--- config.mk ---
export PLATFORM = sky130hd
export DESIGN_NAME = pipe_hazard_ctrl
export DESIGN_NICKNAME = d
export VERILOG_FILES = /design/src/rtl/pipe_hazard_ctrl_pkg.sv /design/src/rtl/pipe_hazard_ctrl_match.sv /design/src/rtl/pipe_hazard_ctrl.sv
export SDC_FILE = /design/constraint.sdc
export NUM_CORES = 1
export LEC_CHECK = 0
export BUFFER_PORTS_ARGS = -buffer_cell sky130_fd_sc_hd__buf_2
export CORE_ASPECT_RATIO = 1.2
export CORE_MARGIN = 3
export CORE_UTILIZATION = 45
export DETAILED_ROUTE_END_ITERATION = 10
export PLACE_DENSITY = 0.69
export SYNTH_ARGS = -nofsm -noshare
export SYNTH_HDL_FRONTEND = slang
export SYNTH_SLANG_ARGS = --single-unit
export TNS_END_PERCENT = 50
--- constraint.sdc ---
create_clock -name clk -period 3.53 [get_ports clk]
set_input_delay 0.5295 -clock clk [delete_from_list [all_inputs] [get_ports clk]]
set_output_delay 0.5295 -clock clk [all_outputs]
set_load 0.01 [all_outputs]
--- src/rtl/pipe_hazard_ctrl_pkg.sv ---
// Shared pipeline definitions: scoreboard entry layout, forwarding-select
// encoding and the primary opcode constants used by the decode stage.
package pipe_hazard_ctrl_pkg;

   // Scoreboard index storage is sized for the widest register file supported;
   // narrower register indices are zero-extended on entry.
   localparam int SB_IDX_W = 16;

   typedef struct packed {
      logic                valid;
      logic                wrt_en;
      logic [SB_IDX_W-1:0] wrt_idx;
      logic                is_load;
   } sb_entry_t;

   localparam logic [2:0] FWD_RF     = 3'd0;
   localparam logic [2:0] FWD_STAGE0 = 3'd1;
   localparam logic [2:0] FWD_STAGE1 = 3'd2;
   localparam logic [2:0] FWD_STAGE2 = 3'd3;
   localparam logic [2:0] FWD_STAGE3 = 3'd4;

   localparam logic [6:0] OP1_LW    = 7'b0000011;
   localparam logic [6:0] OP1_BCOND = 7'b1100011;
   localparam logic [6:0] OP1_JAL   = 7'b1101111;

   function automatic logic [2:0] fwd_code(input logic [1:0] stage);
      return {1'b0, stage} + 3'd1;
   endfunction

endpackage

--- src/rtl/pipe_hazard_ctrl_match.sv ---
// Per-source hazard detection: finds the youngest in-flight producer of one
// decode source and decides between forwarding from it and stalling.
module hazard_match
   import pipe_hazard_ctrl_pkg::*;
#(
   parameter int STAGES = 2,
   parameter bit FWD_EN = 1'b1
) (
   input  logic                i_valid,
   input  logic                i_use,
   input  logic [SB_IDX_W-1:0] i_idx,
   input  sb_entry_t           i_sb [STAGES],
   output logic                o_stall,
   output logic [2:0]          o_fwd_sel
);

   logic       w_hit;
   logic       w_hit_load;
   logic [1:0] w_hit_stage;

   // Scan oldest to youngest so the lowest matching stage is left standing.
   always_comb begin
      w_hit       = 1'b0;
      w_hit_load  = 1'b0;
      w_hit_stage = 2'd0;
      for (int k = STAGES - 1; k >= 0; k--) begin
         if (i_sb[k].valid && i_sb[k].wrt_en && (i_sb[k].wrt_idx == i_idx)) begin
            w_hit       = 1'b1;
            w_hit_load  = i_sb[k].is_load;
            w_hit_stage = 2'(k);
         end
      end
   end

   always_comb begin
      o_stall   = 1'b0;
      o_fwd_sel = FWD_RF;
      if (i_valid && i_use && w_hit) begin
         if (!FWD_EN) begin
            o_stall = 1'b1;
         end else if ((w_hit_stage == 2'd0) && w_hit_load) begin
            o_stall = 1'b1;
         end else begin
            o_fwd_sel = fwd_code(w_hit_stage);
         end
      end
   end

endmodule

--- src/rtl/pipe_hazard_ctrl.sv ---
// Pipeline hazard controller: tracks in-flight destinations in a shifting
// scoreboard and produces stall, flush and operand-forwarding selects.
module pipe_hazard_ctrl
   import pipe_hazard_ctrl_pkg::*;
#(
   parameter int REG_INDEX_BIT_WIDTH = 4,
   parameter int STAGES              = 2,
   parameter bit FWD_EN              = 1'b1,
   parameter int CNT_BITS            = 32
) (
   input  logic                                  clk,
   input  logic                                  reset,
   input  logic                                  id_valid,
   input  logic [REG_INDEX_BIT_WIDTH-1:0]        id_rd_idx1,
   input  logic [REG_INDEX_BIT_WIDTH-1:0]        id_rd_idx2,
   input  logic                                  id_use1,
   input  logic                                  id_use2,
   input  logic                                  id_wrt_en,
   input  logic [REG_INDEX_BIT_WIDTH-1:0]        id_wrt_idx,
   input  logic                                  id_is_load,
   input  logic                                  ex_br_taken,
   output logic                                  stall,
   output logic                                  flush,
   output logic [2:0]                            fwd_sel1,
   output logic [2:0]                            fwd_sel2,
   output logic [STAGES-1:0]                     stage_valid,
   output logic [STAGES*REG_INDEX_BIT_WIDTH-1:0] stage_wrt_idx,
   output logic [CNT_BITS-1:0]                   stall_cnt,
   output logic [CNT_BITS-1:0]                   flush_cnt
);

   sb_entry_t           r_sb [STAGES];
   logic [CNT_BITS-1:0] r_stall_cnt;
   logic [CNT_BITS-1:0] r_flush_cnt;

   logic                w_stall1;
   logic                w_stall2;
   logic [2:0]          w_sel1;
   logic [2:0]          w_sel2;
   logic                w_flush;
   logic                w_stall;
   sb_entry_t           w_id_entry;

   hazard_match #(.STAGES(STAGES), .FWD_EN(FWD_EN)) u_match1 (
      .i_valid   (id_valid),
      .i_use     (id_use1),
      .i_idx     (SB_IDX_W'(id_rd_idx1)),
      .i_sb      (r_sb),
      .o_stall   (w_stall1),
      .o_fwd_sel (w_sel1)
   );

   hazard_match #(.STAGES(STAGES), .FWD_EN(FWD_EN)) u_match2 (
      .i_valid   (id_valid),
      .i_use     (id_use2),
      .i_idx     (SB_IDX_W'(id_rd_idx2)),
      .i_sb      (r_sb),
      .o_stall   (w_stall2),
      .o_fwd_sel (w_sel2)
   );

   // A taken redirect kills decode, so any hazard it has is moot.
   assign w_flush = ex_br_taken & r_sb[0].valid & ~reset;
   assign w_stall = (w_stall1 | w_stall2) & ~w_flush & ~reset;

   always_comb begin
      w_id_entry         = '0;
      w_id_entry.valid   = 1'b1;
      w_id_entry.wrt_en  = id_wrt_en;
      w_id_entry.wrt_idx = SB_IDX_W'(id_wrt_idx);
      w_id_entry.is_load = id_is_load;
   end

   always_ff @(posedge clk) begin
      if (reset) begin
         r_sb        <= '{default: '0};
         r_stall_cnt <= '0;
         r_flush_cnt <= '0;
      end else begin
         for (int k = STAGES - 1; k >= 1; k--) begin
            r_sb[k] <= r_sb[k-1];
         end
         r_sb[0] <= (id_valid && !w_stall && !w_flush) ? w_id_entry : '0;
         if (w_stall && (r_stall_cnt != '1)) begin
            r_stall_cnt <= r_stall_cnt + CNT_BITS'(1);
         end
         if (w_flush && (r_flush_cnt != '1)) begin
            r_flush_cnt <= r_flush_cnt + CNT_BITS'(1);
         end
      end
   end

   assign stall     = w_stall;
   assign flush     = w_flush;
   assign fwd_sel1  = reset ? FWD_RF : w_sel1;
   assign fwd_sel2  = reset ? FWD_RF : w_sel2;
   assign stall_cnt = r_stall_cnt;
   assign flush_cnt = r_flush_cnt;

   always_comb begin
      stage_valid   = '0;
      stage_wrt_idx = '0;
      for (int k = 0; k < STAGES; k++) begin
         stage_valid[k] = r_sb[k].valid;
         stage_wrt_idx[k*REG_INDEX_BIT_WIDTH +: REG_INDEX_BIT_WIDTH] =
            r_sb[k].wrt_idx[REG_INDEX_BIT_WIDTH-1:0];
      end
   end

endmodule
After elaboration in Yosys (flattened, before gate mapping) --
Index checks and enable logic that the tools add are counted. W data, S select, Z words.
Storage, ports and cells: flip-flop bits (word level) 102, input bits 20, output and inout bits 82
Cells by class: $add $sub $neg 4, equality and inequality tests 6, multiplexer cells 23, bitwise operators 8, reductions and logical operators 21
Operators with widths (count):
- $add A32 B1 Y32 const B | 2
- $eq A16 B4 Y1 | 4
- $ne A32 B32 Y1 const B | 2
- $mux W19 | 1
- $mux W3 | 6
- $logic_and A1 B1 Y1 | 16
- $mux W1 | 16
- $add A1 B1 Y2 const B | 2
- $and A1 B1 Y1 | 4
- $logic_not A2 Y1 | 2
- $not A1 Y1 | 3
- $logic_not A1 Y1 | 2
- $reduce_or A2 Y1 | 1
- $or A1 B1 Y1 | 1

Longest topological paths before layout --
word-level depth 16, gate-level depth with buffers 9, mapped depth without buffers 7

Modules after synthesis --
From an unflattened synthesis, not the netlist that was laid out.
Second synthesis, totals: cells, all modules 552, area total of the unflattened synthesis 4700.8 um2
By module, submodules not included:
- pipe_hazard_ctrl | instances 1, cells each 450, area each 3885.0 um2
- hazard_match | instances 2, cells each 51, area each 407.9 um2

Worst setup path after synthesis --
No wires, ideal clock.
kind input-to-output, from in id_rd_idx2[0], to out stall, data arrival time 1751 ps, data required time 3000 ps, slack 1250 ps, cell stages on the path 7, cells stage by stage or2b_1 > o2111a_1 > and4_1 > o21ai_2 > buf_2 > buf_4 > inv_1
On the way: longest elaborated chain between the ends 11, elaborated cells between the ends (all ways) 18
Ends and longest elaborated chain:
- start, declared | line pipe_hazard_ctrl.sv:15 | input logic [REG_INDEX_BIT_WIDTH-1:0] id_rd_idx2,
- $eq A16 B4 Y1 | line pipe_hazard_ctrl_match.sv:27 | if (i_sb[k].valid && i_sb[k].wrt_en && (i_sb[k].wrt_idx == i_idx)) begin
- $logic_and A1 B1 Y1 | line pipe_hazard_ctrl_match.sv:27
- $mux W1 (2 in series) | line pipe_hazard_ctrl_match.sv:27
- $logic_not A2 Y1 | line pipe_hazard_ctrl_match.sv:41 | end else if ((w_hit_stage == 2'd0) && w_hit_load) begin
- $logic_and A1 B1 Y1 | line pipe_hazard_ctrl_match.sv:41
- $mux W1 | line pipe_hazard_ctrl_match.sv:41
- $mux W1 * | line pipe_hazard_ctrl_match.sv:38 | if (i_valid && i_use && w_hit) begin
- $or A1 B1 Y1 * | line pipe_hazard_ctrl.sv:64 | assign w_stall = (w_stall1 | w_stall2) & ~w_flush & ~reset;
- $and A1 B1 Y1 * (2 in series) | line pipe_hazard_ctrl.sv:64
- end, declared | line pipe_hazard_ctrl.sv:22 | output logic stall,
Every way passes the cells marked *; elsewhere a longest branch is shown, timed or not.

Worst setup path after layout --
from reg r_sb (netlist bit stage_wrt_idx[0]), to out stall
On the way: longest elaborated chain between the ends 10, elaborated cells between the ends (all ways) 23
Ends and longest elaborated chain:
- start, declared | line pipe_hazard_ctrl.sv:32 | sb_entry_t r_sb [STAGES];
- start signal, assigned by index | line pipe_hazard_ctrl.sv:81 | r_sb[k] <= r_sb[k-1];
- $eq A16 B4 Y1 | line pipe_hazard_ctrl_match.sv:27
- $logic_and A1 B1 Y1 | line pipe_hazard_ctrl_match.sv:27
- $mux W1 | line pipe_hazard_ctrl_match.sv:27
- $logic_not A2 Y1 | line pipe_hazard_ctrl_match.sv:41
- $logic_and A1 B1 Y1 | line pipe_hazard_ctrl_match.sv:41
- $mux W1 | line pipe_hazard_ctrl_match.sv:41
- $mux W1 | line pipe_hazard_ctrl_match.sv:38
- $or A1 B1 Y1 * | line pipe_hazard_ctrl.sv:64
- $and A1 B1 Y1 * (2 in series) | line pipe_hazard_ctrl.sv:64
Marked as above.

==> qor.csv <==
stage,metric,value,unit
synthesis,synthCells,474,
final_layout,final_common_cell,buf_2,
cts,post_cts_buffers,0,
drt,dr.pass1.iters,4,
cts,cts_hold_buf,0,
sta,setup_tns,0,ns
sta,timing.final.crit_share,0.787,
global_route,grt_max_degree,60,
drt,vias,3697,
cts,htree_levels,3,
final_layout,area_delta_synth_final,16.3,%
placed_design,io_buffers,99,
setup_path,crit_buf_inv,3,
hold_path,worstHoldPathType,in -> reg,
drt,routed_wl,9.67,mm
synthesis,async_flop_share,0,
drt,wire_per_inst,14.3,um
drt,detail-route-antenna-nets,0,
sta,relSlewSlack,0.545,
power,peakVddDrop,201,uV
hold_path,hold_path_end,stage_wrt_idx[3],
hold_path,hold_depth,2,
placed_design,place_inst,659,
setup_path,criticalPathCategory,reg -> out,
setup_path,cp_data_arrival_time,2.25,ns
sta,setup_viol,0,
floorplanning,ios,102,
setup_path,r2r_cells,7,
synthesis,yosys-top-cells-area,"dfxtp_1, xor2_1, nand3_1, nor2_1, nand4_1",
floorplanning,rows,37,
synthesis,synthesis.area,4010,um^2
cts,cts_sinks,77,
sta,rsz0062_at_grt,no,
synthesis,synth_top_area_share,0.385,
power,p_per_area,334,nW/um^2
placed_design,place_congestion,0.942,
hold_path,holdCritStartpoint,id_wrt_idx[3],
final_layout,layout_common_cells,"buf_2, dfxtp_1, nor2_1",
cts,cts_tree,done,
synthesis,synth_top_flop_cell,dfxtp_1,
synthesis,yosys_warnings,0,
drt,drc,0,
synthesis,synth-edff-count,0,
setup_path,slowest_stage,dfxtp_1,
synthesis,ys_ff_latch,77,
run_status,status,completed,
floorplanning,die_h,109,um
sta,finalHoldViolCount,0,
sta,setup_ws,0.752,ns
floorplanning,core_area,8610,um^2
sta,tightest_slew,0.682,ns
final_layout,drive_gt1_frac,0.249,
sta,report.final.slew_viol_count,0,
cts,clk_latency,0.36,ns
synthesis,yosys.area.top_type,dfxtp_1,
cts,clkTransAtPathRegs,0.07,ns
placed_design,hpwl,6.94,mm
synthesis,synth-seq-area-share,0.385,
placed_design,pre_cts_ws,0.890,ns
cts,numCtsBuffers,9,
drt,first_iter_violations,150,
floorplanning,die_area,10100,um^2
global_route,grt_pass1_wl,16.2,mm
floorplanning,dieWidth,92.1,um
synthesis,yosysUniqueCellTypes,49,
drt,viasPerCell,5.48,
global_route,grt_overflow,0,
setup_path,cp_top_family,buffers and inverters,
setup_path,cp_slowest_stage_delay,0.41,ns
cts,cts_resized,0,
sta,fin_crit,2.78,ns
sta,fin_skew,0.0125,ns
cts,cts-root-buf,clkbuf_8,
power,leakagePower,1.92,nW
setup_path,r2r_slack,0.93,ns
flow_run,cap_violations,0,
cts,clock_path_buffers,2,
setup_path,r2r_start,stall_cnt[0],
final_layout,diodes,0,
global_route,grt_antenna_before_repair,0,
final_layout,layout.nets,575,
setup_path,required,3.00,ns
setup_path,endpoint_kind,output port,
final_layout,finalNonFillerCells,675,
sta,fmax,0.360,GHz
setup_path,cp-start-kind,flop,
floorplanning,initial_utilization,0.465,
setup_path,worst-path-max-fanout,50,
global_route,grt_usage,0.198,
synthesis,avgSynthCellArea,8.45,um^2
setup_path,rr_endpoint,stall_cnt[26],
global_route,first_global_vias,3550,
setup_path,crit_chain,or2b_1 -> o2111a_1 -> and4_1 -> o21ai_2 -> buf_4 -> inv_1 -> buf_2,
[power by group]
part           internal, mW  leakage [nW]  total (mW)  switching (mW)
Sequential            0.874         0.622       0.880         0.00663
Clock                 0.290        0.0921       0.607           0.317
Combinational        0.0255          1.21      0.0676          0.0421
Total                  1.19          1.92        1.56           0.366
[routing by layer]
layer	up-vias	global-route usage	wire length, um
li1	1851	-	-
met1	1738	0.235	4180
met2	97	0.354	4860
met3	11	0.0287	479
met4	0	0.0913	149
met5	-	0	0
[through the flow]
| step | power (mW) | hold slack (ns) | utilization | cell area [um^2] |
|---|---|---|---|---|
| finish | 1.56 | 0.378 | 0.541 | 4660 |
| global route | 1.62 | 0.379 | 0.541 | 4660 |
| CTS | 1.57 | 0.367 | 0.541 | 4660 |
| detailed placement | 0.969 | 0.473 | 0.520 | 4480 |
| global placement | 0.967 | 0.469 | 0.520 | 4480 |
| floorplan | 0.946 | 0.458 | - | 4010 |
[area by class of cell]
class	count	area (um^2)
clock buffer	12	155
timing repair buffer	103	526
clock inverter	4	22.5
inverter	7	26.3
fill	845	3950
sequential	77	1540
multi-input combinational	355	2240
tap	117	146
[sequential cells by signal, indices dropped and copies added, names as in the netlist]
register,flops
stall_cnt,32
r_sb,3
stage_valid,2
flush_cnt,32
stage_wrt_idx,8
[worst max-delay path by stage]
| stage | startpoint | slack [ns] | cells past startpoint | end |
|---|---|---|---|---|
| floorplan | id_rd_idx2[0] | 1.25 | 7 | stall |
| global placement | id_rd_idx2[0] | 0.92 | 8 | stall |
| detailed placement | id_rd_idx2[0] | 0.89 | 8 | stall |
| CTS | stage_wrt_idx[0] | 0.75 | 7 | stall |
| global route | stage_wrt_idx[0] | 0.63 | 7 | stall |
| finish | stage_wrt_idx[0] | 0.75 | 7 | stall |
[logic make-up after synthesis]
logic type | count (synthesis) | synth area share
buffers and inverters | 43 | 0.0565
adders and majority gates | 2 | 0.00625
xor gates and xnor gates | 42 | 0.0918
DFF | 77 | 0.385
other | 1 | 0.000936
AOI/OAI and AO/OA | 57 | 0.0959
muxes | 11 | 0.0306
and+or+nand+nor | 241 | 0.333
[Yosys cell counts (11+ instances only)]
master / count
a21oi_1: 22
and3_1: 11
buf_4: 13
clkbuf_1: 14
dfxtp_1: 77
nand2_1: 26
nand3_1: 40
nand4_1: 20
nor2_1: 53
nor2b_1: 13
nor3_1: 15
nor4_1: 11
o31ai_1: 11
or4_1: 11
xnor2_1: 11
xor2_1: 31
No activity file was read; power rests on OpenSTA's default activity.
